File: src/rtl/reg_file_mp.sv
// reg_file_mp: parametrised multi-read-port register file for the RV32I core.
// NUM_READ registered read ports, one write port, hardwired-zero x0, a
// sequenced post-reset clear of every entry, and a registered a0 debug tap.
// Optional feature macro: REG_FILE_BYPASS_EN
//   defined   -> write-first: a same-edge write to a read address is forwarded
//   undefined -> read-first: a same-edge read returns the pre-write contents
module reg_file_mp #(
    parameter int DATA_WIDTH = 32,
    parameter int ADDR_WIDTH = 5,
    parameter int NUM_READ   = 2,
    parameter int A0_INDEX   = 10
) (
    input  logic                           clk,
    input  logic                           rst,
    input  logic [NUM_READ*ADDR_WIDTH-1:0] ad,
    output logic [NUM_READ*DATA_WIDTH-1:0] rd,
    input  logic                           we3,
    input  logic [ADDR_WIDTH-1:0]          ad3,
    input  logic [DATA_WIDTH-1:0]          wd3,
    output logic [DATA_WIDTH-1:0]          a0,
    output logic                           busy
);

    localparam int DEPTH = 2 ** ADDR_WIDTH;
    localparam logic [ADDR_WIDTH-1:0] A0_ADDR = ADDR_WIDTH'(A0_INDEX);

    typedef enum logic {
        CLEAR,
        IDLE
    } state_t;

    state_t                  state;
    logic [ADDR_WIDTH-1:0]   idx;
    logic [DATA_WIDTH-1:0]   rf [DEPTH];
    logic [NUM_READ*DATA_WIDTH-1:0] rd_next;
    logic [DATA_WIDTH-1:0]   a0_next;
    logic                    user_we;

    // A user write only lands in IDLE, outside reset, and never on x0.
    assign user_we = (state == IDLE) && !rst && we3 && (ad3 != '0);

    // Storage: the clear sequence zeroes one entry per cycle, otherwise the write port.
    always_ff @(posedge clk) begin
        // NOTE: the array has no reset branch; the CLEAR sequence zeroes it
        // entry by entry so the storage can still map onto plain RAM.
        if (!rst) begin
            if (state == CLEAR)
                rf[idx] <= '0;
            else if (user_we)
                rf[ad3] <= wd3;
        end
    end

    // Next read data per port and for the a0 tap; x0 always reads zero.
    always_comb begin
        rd_next = '0;
        for (int i = 0; i < NUM_READ; i++) begin
            logic [ADDR_WIDTH-1:0] ra;
            ra = ad[i*ADDR_WIDTH +: ADDR_WIDTH];
            rd_next[i*DATA_WIDTH +: DATA_WIDTH] = (ra == '0) ? '0 : rf[ra];
`ifdef REG_FILE_BYPASS_EN
            if (user_we && (ra == ad3))
                rd_next[i*DATA_WIDTH +: DATA_WIDTH] = wd3;
`endif
        end
        a0_next = (A0_ADDR == '0) ? '0 : rf[A0_ADDR];
`ifdef REG_FILE_BYPASS_EN
        if (user_we && (A0_ADDR == ad3))
            a0_next = wd3;
`endif
    end

    // Control FSM: clear sweep after reset, then registered reads in IDLE.
    always_ff @(posedge clk) begin
        if (rst) begin
            state <= CLEAR;
            idx   <= '0;
            busy  <= 1'b1;
            rd    <= '0;
            a0    <= '0;
        end else begin
            case (state)
                CLEAR: begin
                    idx <= idx + 1'b1;
                    rd  <= '0;
                    a0  <= '0;
                    if (&idx) begin
                        state <= IDLE;
                        busy  <= 1'b0;
                    end
                end
                IDLE: begin
                    rd <= rd_next;
                    a0 <= a0_next;
                end
                default: state <= CLEAR;
            endcase
        end
    end

endmodule

File: config.mk
export PLATFORM = sky130hd
export DESIGN_NAME = reg_file_mp
export DESIGN_NICKNAME = d
export VERILOG_FILES = /design/src/rtl/reg_file_mp.sv
export SDC_FILE = /design/constraint.sdc
export NUM_CORES = 1
export LEC_CHECK = 0
export CAP_MARGIN = 20
export CORE_MARGIN = 2
export CORE_UTILIZATION = 49
export CTS_CLUSTER_DIAMETER = 150
export DETAILED_ROUTE_END_ITERATION = 8
export MAX_ROUTING_LAYER = met4
export PLACE_DENSITY = 0.69
export SLEW_MARGIN = 25
export SYNTH_ARGS = -nofsm -noshare
export SYNTH_HDL_FRONTEND = slang
export SYNTH_SLANG_ARGS = --single-unit
File: constraint.sdc
create_clock -name clk -period 6.4 [get_ports clk]
set_input_delay 0.64 -clock clk [delete_from_list [all_inputs] [get_ports clk]]
set_output_delay 0.64 -clock clk [all_outputs]
set_load 0.01 [all_outputs]
Word-level counts from Yosys, hierarchy flattened --
Memory sizes are Yosys's and may differ from the RTL's. Index checks and enable logic that the tools add are counted.
Storage, ports and cells: output and inout bits 97, flip-flop bits (word level) 103, word-level logic and storage cells 34, bits in writable memories 1024, input bits 50, ROM bits 0, memories kept 1, latch bits 0
Memories:
- rf | depth 32, width 32, read ports 3, clocked after memory_dff 0, wr ports 1, RTL line 34 | logic [DATA_WIDTH-1:0] rf [DEPTH];
Operators by class: reductions and logical operators 10, divide/modulo/power cells 0, equality and inequality tests 0, bitwise gates (word level) 1, multiplexer cells 16, order comparisons 0, add/sub/neg operators 1, shift operators 0, multiply operators 0
Operators with widths (count):
- $pmux W64 S2 | 1
- $mux W32 | 3
- $pmux W32 S2 | 1
- $reduce_or A32 Y1 | 1
- $logic_not A5 Y1 | 2
- $mux W1 | 10
- $reduce_and A6 Y1 | 1
- $add A5 B1 Y5 const B | 1
- $mux W5 | 1
- $reduce_and A5 Y1 | 1
- $reduce_bool A5 Y1 | 1
- $logic_and A1 B1 Y1 | 3
- $logic_not A1 Y1 | 1
- $not A1 Y1 | 1

Depth between registers and ports, before layout --
Gate-level depths: netlist (run 1).
depth in word-level cells 10, mapped depth 9

Least setup slack after synthesis (run 1) --
Ideal clock, no wire load.
path kind input port to flip-flop, start point input ad3[4], end point memory rf[15][0] (enable), stages on the path 4, arrival time 4.704 ns, slack 1.194 ns, buffers on the path 0, required time 5.899 ns, library setup time 0.501 ns, cell sequence nor3_1 -> a21oi_2 -> o32a_1 -> nor4_1
Between the ends: word-level cells in the longest chain between the ends 8, elaborated cells between the ends (all ways) 9
RTL lines:
- from (decl) | RTL line 18 | input logic [ADDR_WIDTH-1:0] ad3,
- $reduce_bool A5 Y1 | RTL line 40 | assign user_we = (state == IDLE) && !rst && we3 && (ad3 != '0);
- $logic_and A1 B1 Y1 | RTL line 40
- $mux W1 | RTL line 49 | else if (user_we)
- $mux W1 | RTL line 47 | if (state == CLEAR)
- $mux W1 | RTL line 46 | if (!rst) begin
- $mux W1 (not written as such) | RTL line 50 | rf[ad3] <= wd3;
- $reduce_or A32 Y1 (no line)
- $mux W5 (no line) or $mux W1 (tied branches)
- to (decl) | RTL line 34
Parallel ways exist; a longest one is shown, timed or not.

Worst setup path after layout (run 1) --
start point input rst, end point memory rf[0][2] (enable)
Between the ends: word-level cells in the longest chain between the ends 10, elaborated cells between the ends (all ways) 13
RTL lines:
- from (decl) | RTL line 14 | input logic rst,
- $logic_not A1 Y1
- $logic_and A1 B1 Y1 (3 in series) | RTL line 40
- $mux W1 | RTL line 49
- $mux W1 | RTL line 47
- $mux W1 | RTL line 46
- $mux W1 (not written as such) | RTL line 50
- $reduce_or A32 Y1 (no line)
- $mux W5 (no line) or $mux W1 (tied branches)
Parallel ways exist; a longest one is shown, timed or not.

==> results.md, run 1 <==
- Top cells by area, synth: edfxtp_1, mux4_2, mux2i_1
- Int Pwr: 12,600 uW
- Global-route wire length before repair: 219,000 um
- Fin. max-slew vios: 0
- Critical Path Max Stage Delay: 0.70 ns
- WL final: 153,000 um
- Worst relative slew slack: 23.6%
- Post-synthesis register bit count: 1,127
- Tmin final: 3.76 ns
- Kind of critical path: in2reg
- Detailed Place HPWL: 89,900 um
- Most frequent cell on the critical path: buf_4
- Clk sinks: 1,127
- Worst Hold Depth: 2
- Status: completed
- Synth-to-Final Area Change: 13.7%
- Crit. Startpoint: rst
- I/O pin count: 147
- Worst Hold Class: reg2reg
- Setup bufs post-CTS: 0
- FF-to-FF setup slack: 2.73 ns
- Power density over cell area: 275 mW/mm^2
- Worst IR Drop VDD: 0.207 mV
- Worst Tran Pin Value: 1.14 ns
- CTS tree: done
- Final worst slack: 2.64 ns
- Pre-CTS WS: 1.95 ns
- CP Launch Type: input pin
- Clock buffer depth: 3
- Synth Area per Inst: 17.3 um^2
- Clk pwr share: 44.9%
- Cells after synthesis: 2,962
- # setup viols final: 0
- Hold path start: busy$_SDFFE_PP1P_
- DR WL/cell: 33.4 um
- Ys Warns: 0
- Clock root cell: clkbuf_16
- Crit path required time: 6.76 ns
- H-tree Lvls: 3
- Leakage dissipation: 0.0182 uW
- CP Cell Sequence: clkdlybuf4s50_1 > nand3b_1 > a21oi_4 > a22oi_1 > buf_4 > nor2_4 > buf_4
- Critical Path Fanout Max: 19
- Net Count, Synth: 3,014
- Max_cap viols: 0
- Clk_lat worst skew: 0.70 ns
- Port bufs: 146
- Setup TNS: 0 ns
- Core ar.: 0.104 mm^2
- DRC: 0
- Buffers plus inverters on the worst setup path: 3
- Post-synth top area cell: edfxtp_1
- Critical Path AT: 4.12 ns
- Non-Filler Instances: 4,581
- DR vias: 30,721
- Synth Cell Area: 0.0513 mm^2
- Multi-input logic area: 0.0174 mm^2
- Hold endpoint: busy$_SDFFE_PP1P_
- Die height: 328 um
- Clk slew on worst S/H paths: 0.06 ns
- Cts repair resizes: 0
- Die width: 328 um
- CTS Hold Buffers Added: 0
- Register area: 0.0328 mm^2
- Final nets: 3,146
- GPL Wtd Cong: 0.885
- Worst r2r dst: rf[0][2]$_DFFE_PP_
- P_sw: 3400 uW
- Vias in the first global route: 31,343
- Gr ovfl total: 0
- EDFF count, synth: 1,024
- Combinational fraction of design power: 5.2%
- Total CTS buffers: 116
- Ys flop type: edfxtp_1
- Layout cell share with drive strength beyond 1: 22.2%
- Clk_skew: 0.0272 ns
- Sw frac: 21.3%
- Top-area cell type share of the netlist area: 60.0%
- Initial antenna violation count: 5
- Sequential fraction of the synthesis area: 64.0%
- Reg2Reg Launch Point: state$_SDFF_PP0_
- Post-synth top cells: edfxtp_1, mux2i_1, mux4_2
- Post-route clock period utilization: 58.7%
- Top Family by Delay on Critical Path: buffers and inverters
- Async SR Flop Fraction: 0%
- Most numerous cell in the Yosys netlist: edfxtp_1
- Fillcell total: 7,787
- Fmax: 266 MHz
- Die Footprint: 0.107 mm^2
- Final hold vios: 0
- Drt pass-1 iters: 5
- Crit. End Element: flop
- DRT iter0 DRCs: 3,657
- Starting Density: 49.5%
- Via-per-instance ratio: 6.71
- DP Cell Count: 4,352
- Final ANT Viol Nets: 0
- Total GRT Usage: 29.2%
- CP max-delay cell: nor2_4
- Largest net degree at the start of global routing: 111
- Row Count: 118
- Synth unique cells: 53
- Register-to-Register Path Depth: 6
- RSZ-0062 raised after global routing: false
- Seq pwr share: 49.9%
[area by class of cell]
| type | instances | share of cell area, % |
|---|---|---|
| Inverter | 6 | 0.0386 |
| Multi-Input combinational cell | 1605 | 29.8 |
| Timing Repair Buffer | 238 | 3.89 |
| Antenna cell | 4 | 0.0172 |
| Clock buffer | 149 | 5.49 |
| Sequential cell | 1127 | 56.3 |
| Tap cell | 1380 | 2.96 |
| Clock inverter | 72 | 1.54 |
[how the worst max path moves through the flow]
stage                           to  cells past startpoint
5_1_grt        rf[0][15]$_DFFE_PP_                      7
4_1_cts        rf[0][15]$_DFFE_PP_                      7
2_1_floorplan  rf[15][0]$_DFFE_PP_                      4
3_3_place_gp   rf[0][23]$_DFFE_PP_                      7
6_report        rf[0][2]$_DFFE_PP_                      7
3_5_place_dp   rf[0][27]$_DFFE_PP_                      7
[state kept, by name, summed over array words and instances, names as in the netlist]
signal,cells
state,1
idx,5
a0,32
rf,1024
rd,64
busy,1
[kinds of logic (layout without fill, tap and decap cells)]
group,Yosys count,after routing,share of synthesized area [%]
flops,1127,1127,64.0
mux,876,876,24.9
simple gates,453,453,4.45
compound gates,271,271,3.85
buf+inv,230,465,2.70
xor+xnor,3,3,0.0512
fa+ha+maj,2,2,0.0488
other cells,0,4,0
[placed cells by master, fill, tap and decap left out, types with 7 or more instances in the layout]
| cell | count |
|---|---|
| a21oi_1 | 41 |
| a221o_1 | 32 |
| a22oi_1 | 148 |
| a31oi_1 | 32 |
| and2_1 | 45 |
| and2_2 | 21 |
| buf_4 | 82 |
| bufinv_16 | 19 |
| clkbuf_1 | 18 |
| clkbuf_16 | 118 |
| clkbuf_8 | 13 |
| clkdlybuf4s50_1 | 138 |
| clkinv_1 | 9 |
| clkinv_2 | 26 |
| clkinvlp_4 | 9 |
| dfxtp_1 | 103 |
| edfxtp_1 | 1024 |
| mux2_2 | 61 |
| mux2i_1 | 513 |
| mux4_1 | 41 |
| mux4_2 | 261 |
| nand2_1 | 154 |
| nand3_1 | 80 |
| nand4_1 | 58 |
| nor2_1 | 9 |
| nor2_4 | 9 |
| nor3_2 | 20 |
| nor4_2 | 7 |
| or2_2 | 26 |
[power groups by stage]
stage	clock network, uW	logic (uW)	registers (uW)
2_1_floorplan	0	587	8130
3_3_place_gp	0	809	8140
3_5_place_dp	0	823	8140
4_1_cts	7250	825	7980
5_1_grt	7540	863	7990
6_report	7190	835	7990
[stage by stage]
stage	total power [uW]	hold slack (ns)	utilization, %	cell area (um^2)
floorplan	8720	0.458	-	51300
detailed placement	8960	0.468	52.2	54100
finish	16000	0.481	56.3	58300
global placement	8950	0.457	52.2	54100
CTS	16100	0.476	56.2	58200
global route	16400	0.513	56.3	58300
[metal layers]
metal  track usage [%]  routed length [um]  vias to the layer above
met5                 -                   0                        -
met4              12.3                6700                        0
met3              5.73               14000                      385
met2              45.8               73500                     1830
met1              37.4               58800                    16046
li1                  -                   -                    12460
[tightest hold or removal path, cell delays in order (launching register included)]
cell and delay [ns]:
dfxtp_1 0.31, o31ai_1 0.07, nand2b_1 0.05
Note: power is estimated with default switching activity, not from simulation.
==> run 2: changes to the inputs <==
==> constraint.sdc (replaced) <==
create_clock -name clk -period 3.75 [get_ports clk]
set_input_delay 0.375 -clock clk [delete_from_list [all_inputs] [get_ports clk]]
set_output_delay 0.375 -clock clk [all_outputs]
set_load 0.01 [all_outputs]
==> run 2 against run 1 <==
Effect of this change: cell area up 1.2%; sequential share of layout area shrank 0.68 points; combinational power increased by 76%; register-to-register slack got worse by 1.9 ns; setup slack worse by 1.8 ns; clock skew rose by 0.012 ns; cell count is 1.6% higher; non-clock buffer count rose by 77; routed wire length is essentially flat; die area is the same.
==> results.md, run 2 (synthesis results as in run 1) <==
- Reg2Reg Launch Point: state$_SDFF_PP0_
- Crit path required time: 4.18 ns
- Busiest grt layer: met2
- Clk sinks: 1,127
- P_sw: 5690 uW
- Core ar.: 0.104 mm^2
- Critical Path Fanout Max: 32
- FF-to-FF setup slack: 0.83 ns
- Post-route clock period utilization: 77.8%
- Max_cap viols: 0
- Register area: 0.0328 mm^2
- Worst Hold Class: in2reg
- DR WL/cell: 32.8 um
- Die width: 328 um
- GRT met1 Usage: 39.4%
- Clock root cell: clkbuf_16
- WL final: 153,000 um
- Reg with most FFs: rf
- CTS tree: done
- Worst relative slew slack: 26.6%
- Status: completed
- Fmax: 343 MHz
- Clk pwr share: 43.2%
- H-tree Lvls: 3
- DRC: 0
- DP Cell Count: 4,433
- Initial antenna violation count: 4
- Combinational fraction of design power: 5.5%
- Crit. End Element: flop
- Clk_lat worst skew: 0.72 ns
- Largest net degree at the start of global routing: 79
- Fillcell total: 7,721
- CTS Hold Buffers Added: 0
- Final ANT Viol Nets: 0
- Global-route wire length before repair: 218,000 um
- Power density over cell area: 450 mW/mm^2
- Worst IR Drop VDD: 0.344 mV
- Leakage dissipation: 0.0186 uW
- Clk_skew: 0.0390 ns
- Commonest cells after routing, fill and taps aside: edfxtp_1, mux2i_1, mux4_2
- Worst Tran Pin Value: 1.10 ns
- CP Launch Type: flop
- Fin. max-slew vios: 0
- Die Footprint: 0.107 mm^2
- Tmin final: 2.92 ns
- Gr ovfl total: 0
- Register-to-Register Path Depth: 7
- I/O pin count: 147
- Worst r2r dst: rf[27][16]$_DFFE_PP_
- Detailed Place HPWL: 95,400 um
- Starting Density: 49.5%
- Int Pwr: 20,900 uW
- RSZ-0062 raised after global routing: false
- Total CTS buffers: 114
- GRT met2 Usage: 44.5%
- Met3 Usage GRT: 5.26%
- Drt pass-1 iters: 6
- Synth-to-Final Area Change: 15.1%
- Top Registers: rf: 1024 flops, rd: 64 flops, a0: 32 flops
- Worst setup path endpoint: rf[27][16]$_DFFE_PP_
- Layout cell share with drive strength beyond 1: 23.1%
- Total GRT Usage: 29.0%
- Critical Path AT: 3.34 ns
- Port bufs: 146
- Non-Filler Instances: 4,654
- Final nets: 3,221
- Clk slew on worst S/H paths: 0.06 ns
- Crit. Startpoint: state$_SDFF_PP0_
- Most common cell after layout, fill and taps aside: edfxtp_1
- Kind of critical path: reg2reg
- Setup bufs post-CTS: 0
- GPL Wtd Cong: 0.874
- Row Count: 118
- Final hold vios: 0
- Largest register FFs: 1,024
- Clock buffer depth: 3
- Sw frac: 21.4%
- Via-per-instance ratio: 6.65
- Die height: 328 um
- # setup viols final: 0
- Area post-placement: 0.0552 mm^2
- DRT iter0 DRCs: 4,200
- DR vias: 30,952
- Seq pwr share: 51.3%
- Final Power: 26,600 uW
- Vias in the first global route: 31,350
- Cell area after layout: 0.0590 mm^2
- Cts repair resizes: 0
- Multi-input logic area: 0.0174 mm^2
## run 2: cell types whose count changed in the layout (fill, tap and decap cells not counted), sizes merged
cell,before,now
bufinv,19,10
buf,100,177
clkinv,37,39
clkinvlp,9,3
clkbuf,149,157
inv,13,15
diode,4,3
## run 2: per-layer routing
layer	vias to the layer above	part of all wire, %
li1	12591	-
met4	0	3.3
met1	16097	39
met5	-	0
met3	298	10
met2	1966	47
## run 2: area by class of cell
type                            count  share of cell area, %
Inverter                            6                 0.0382
Timing Repair Buffer              315                   5.47
Clock buffer                      157                   5.42
Multi-Input combinational cell   1605                   29.5
Antenna cell                        3                 0.0127
Tap cell                         1380                   2.92
Sequential cell                  1127                   55.6
Clock inverter                     61                   1.02
## run 2: worst min-delay path by stage
| stage | from | endpoint | cells past startpoint |
|---|---|---|---|
| global route | ad[9] | rd[51]$_SDFF_PP0_ | 2 |
| CTS | ad[9] | rd[63]$_SDFF_PP0_ | 2 |
| floorplan | rf[10][22]$_DFFE_PP_ | a0[22]$_SDFF_PP0_ | 1 |
| global placement | busy$_SDFFE_PP1P_ | busy$_SDFFE_PP1P_ | 2 |
| finish | ad[9] | rd[51]$_SDFF_PP0_ | 2 |
| detailed placement | busy$_SDFFE_PP1P_ | busy$_SDFFE_PP1P_ | 2 |
## run 2: worst max-delay path, stage by stage, from the launching register on
cell      delay (ns)
dfxtp_1         0.30
buf_4           0.20
nand3b_1        0.30
a21o_1          0.37
a21boi_1        0.84
buf_4           0.29
nor4_4          0.06
buf_12          0.22
## run 2: metrics by stage
stage	hold WS, ns	setup TNS, ns	worst slack (ns)	utilization [%]
3_5_place_dp	0.464	0	0.527	53.3
5_1_grt	0.269	0	0.725	57.0
6_report	0.287	0	0.832	57.0
2_1_floorplan	0.458	-240.59	-1.19	-
4_1_cts	0.239	0	0.864	56.9
3_3_place_gp	0.460	0	0.455	53.3
## run 2: power by group through the flow
| stage | registers [uW] | clock network, uW | logic, uW |
|---|---|---|---|
| floorplan | 13900 | 0 | 1000 |
| global placement | 13900 | 0 | 1430 |
| detailed placement | 13900 | 0 | 1450 |
| CTS | 13600 | 11600 | 1460 |
| global route | 13600 | 12100 | 1520 |
| finish | 13600 | 11500 | 1470 |
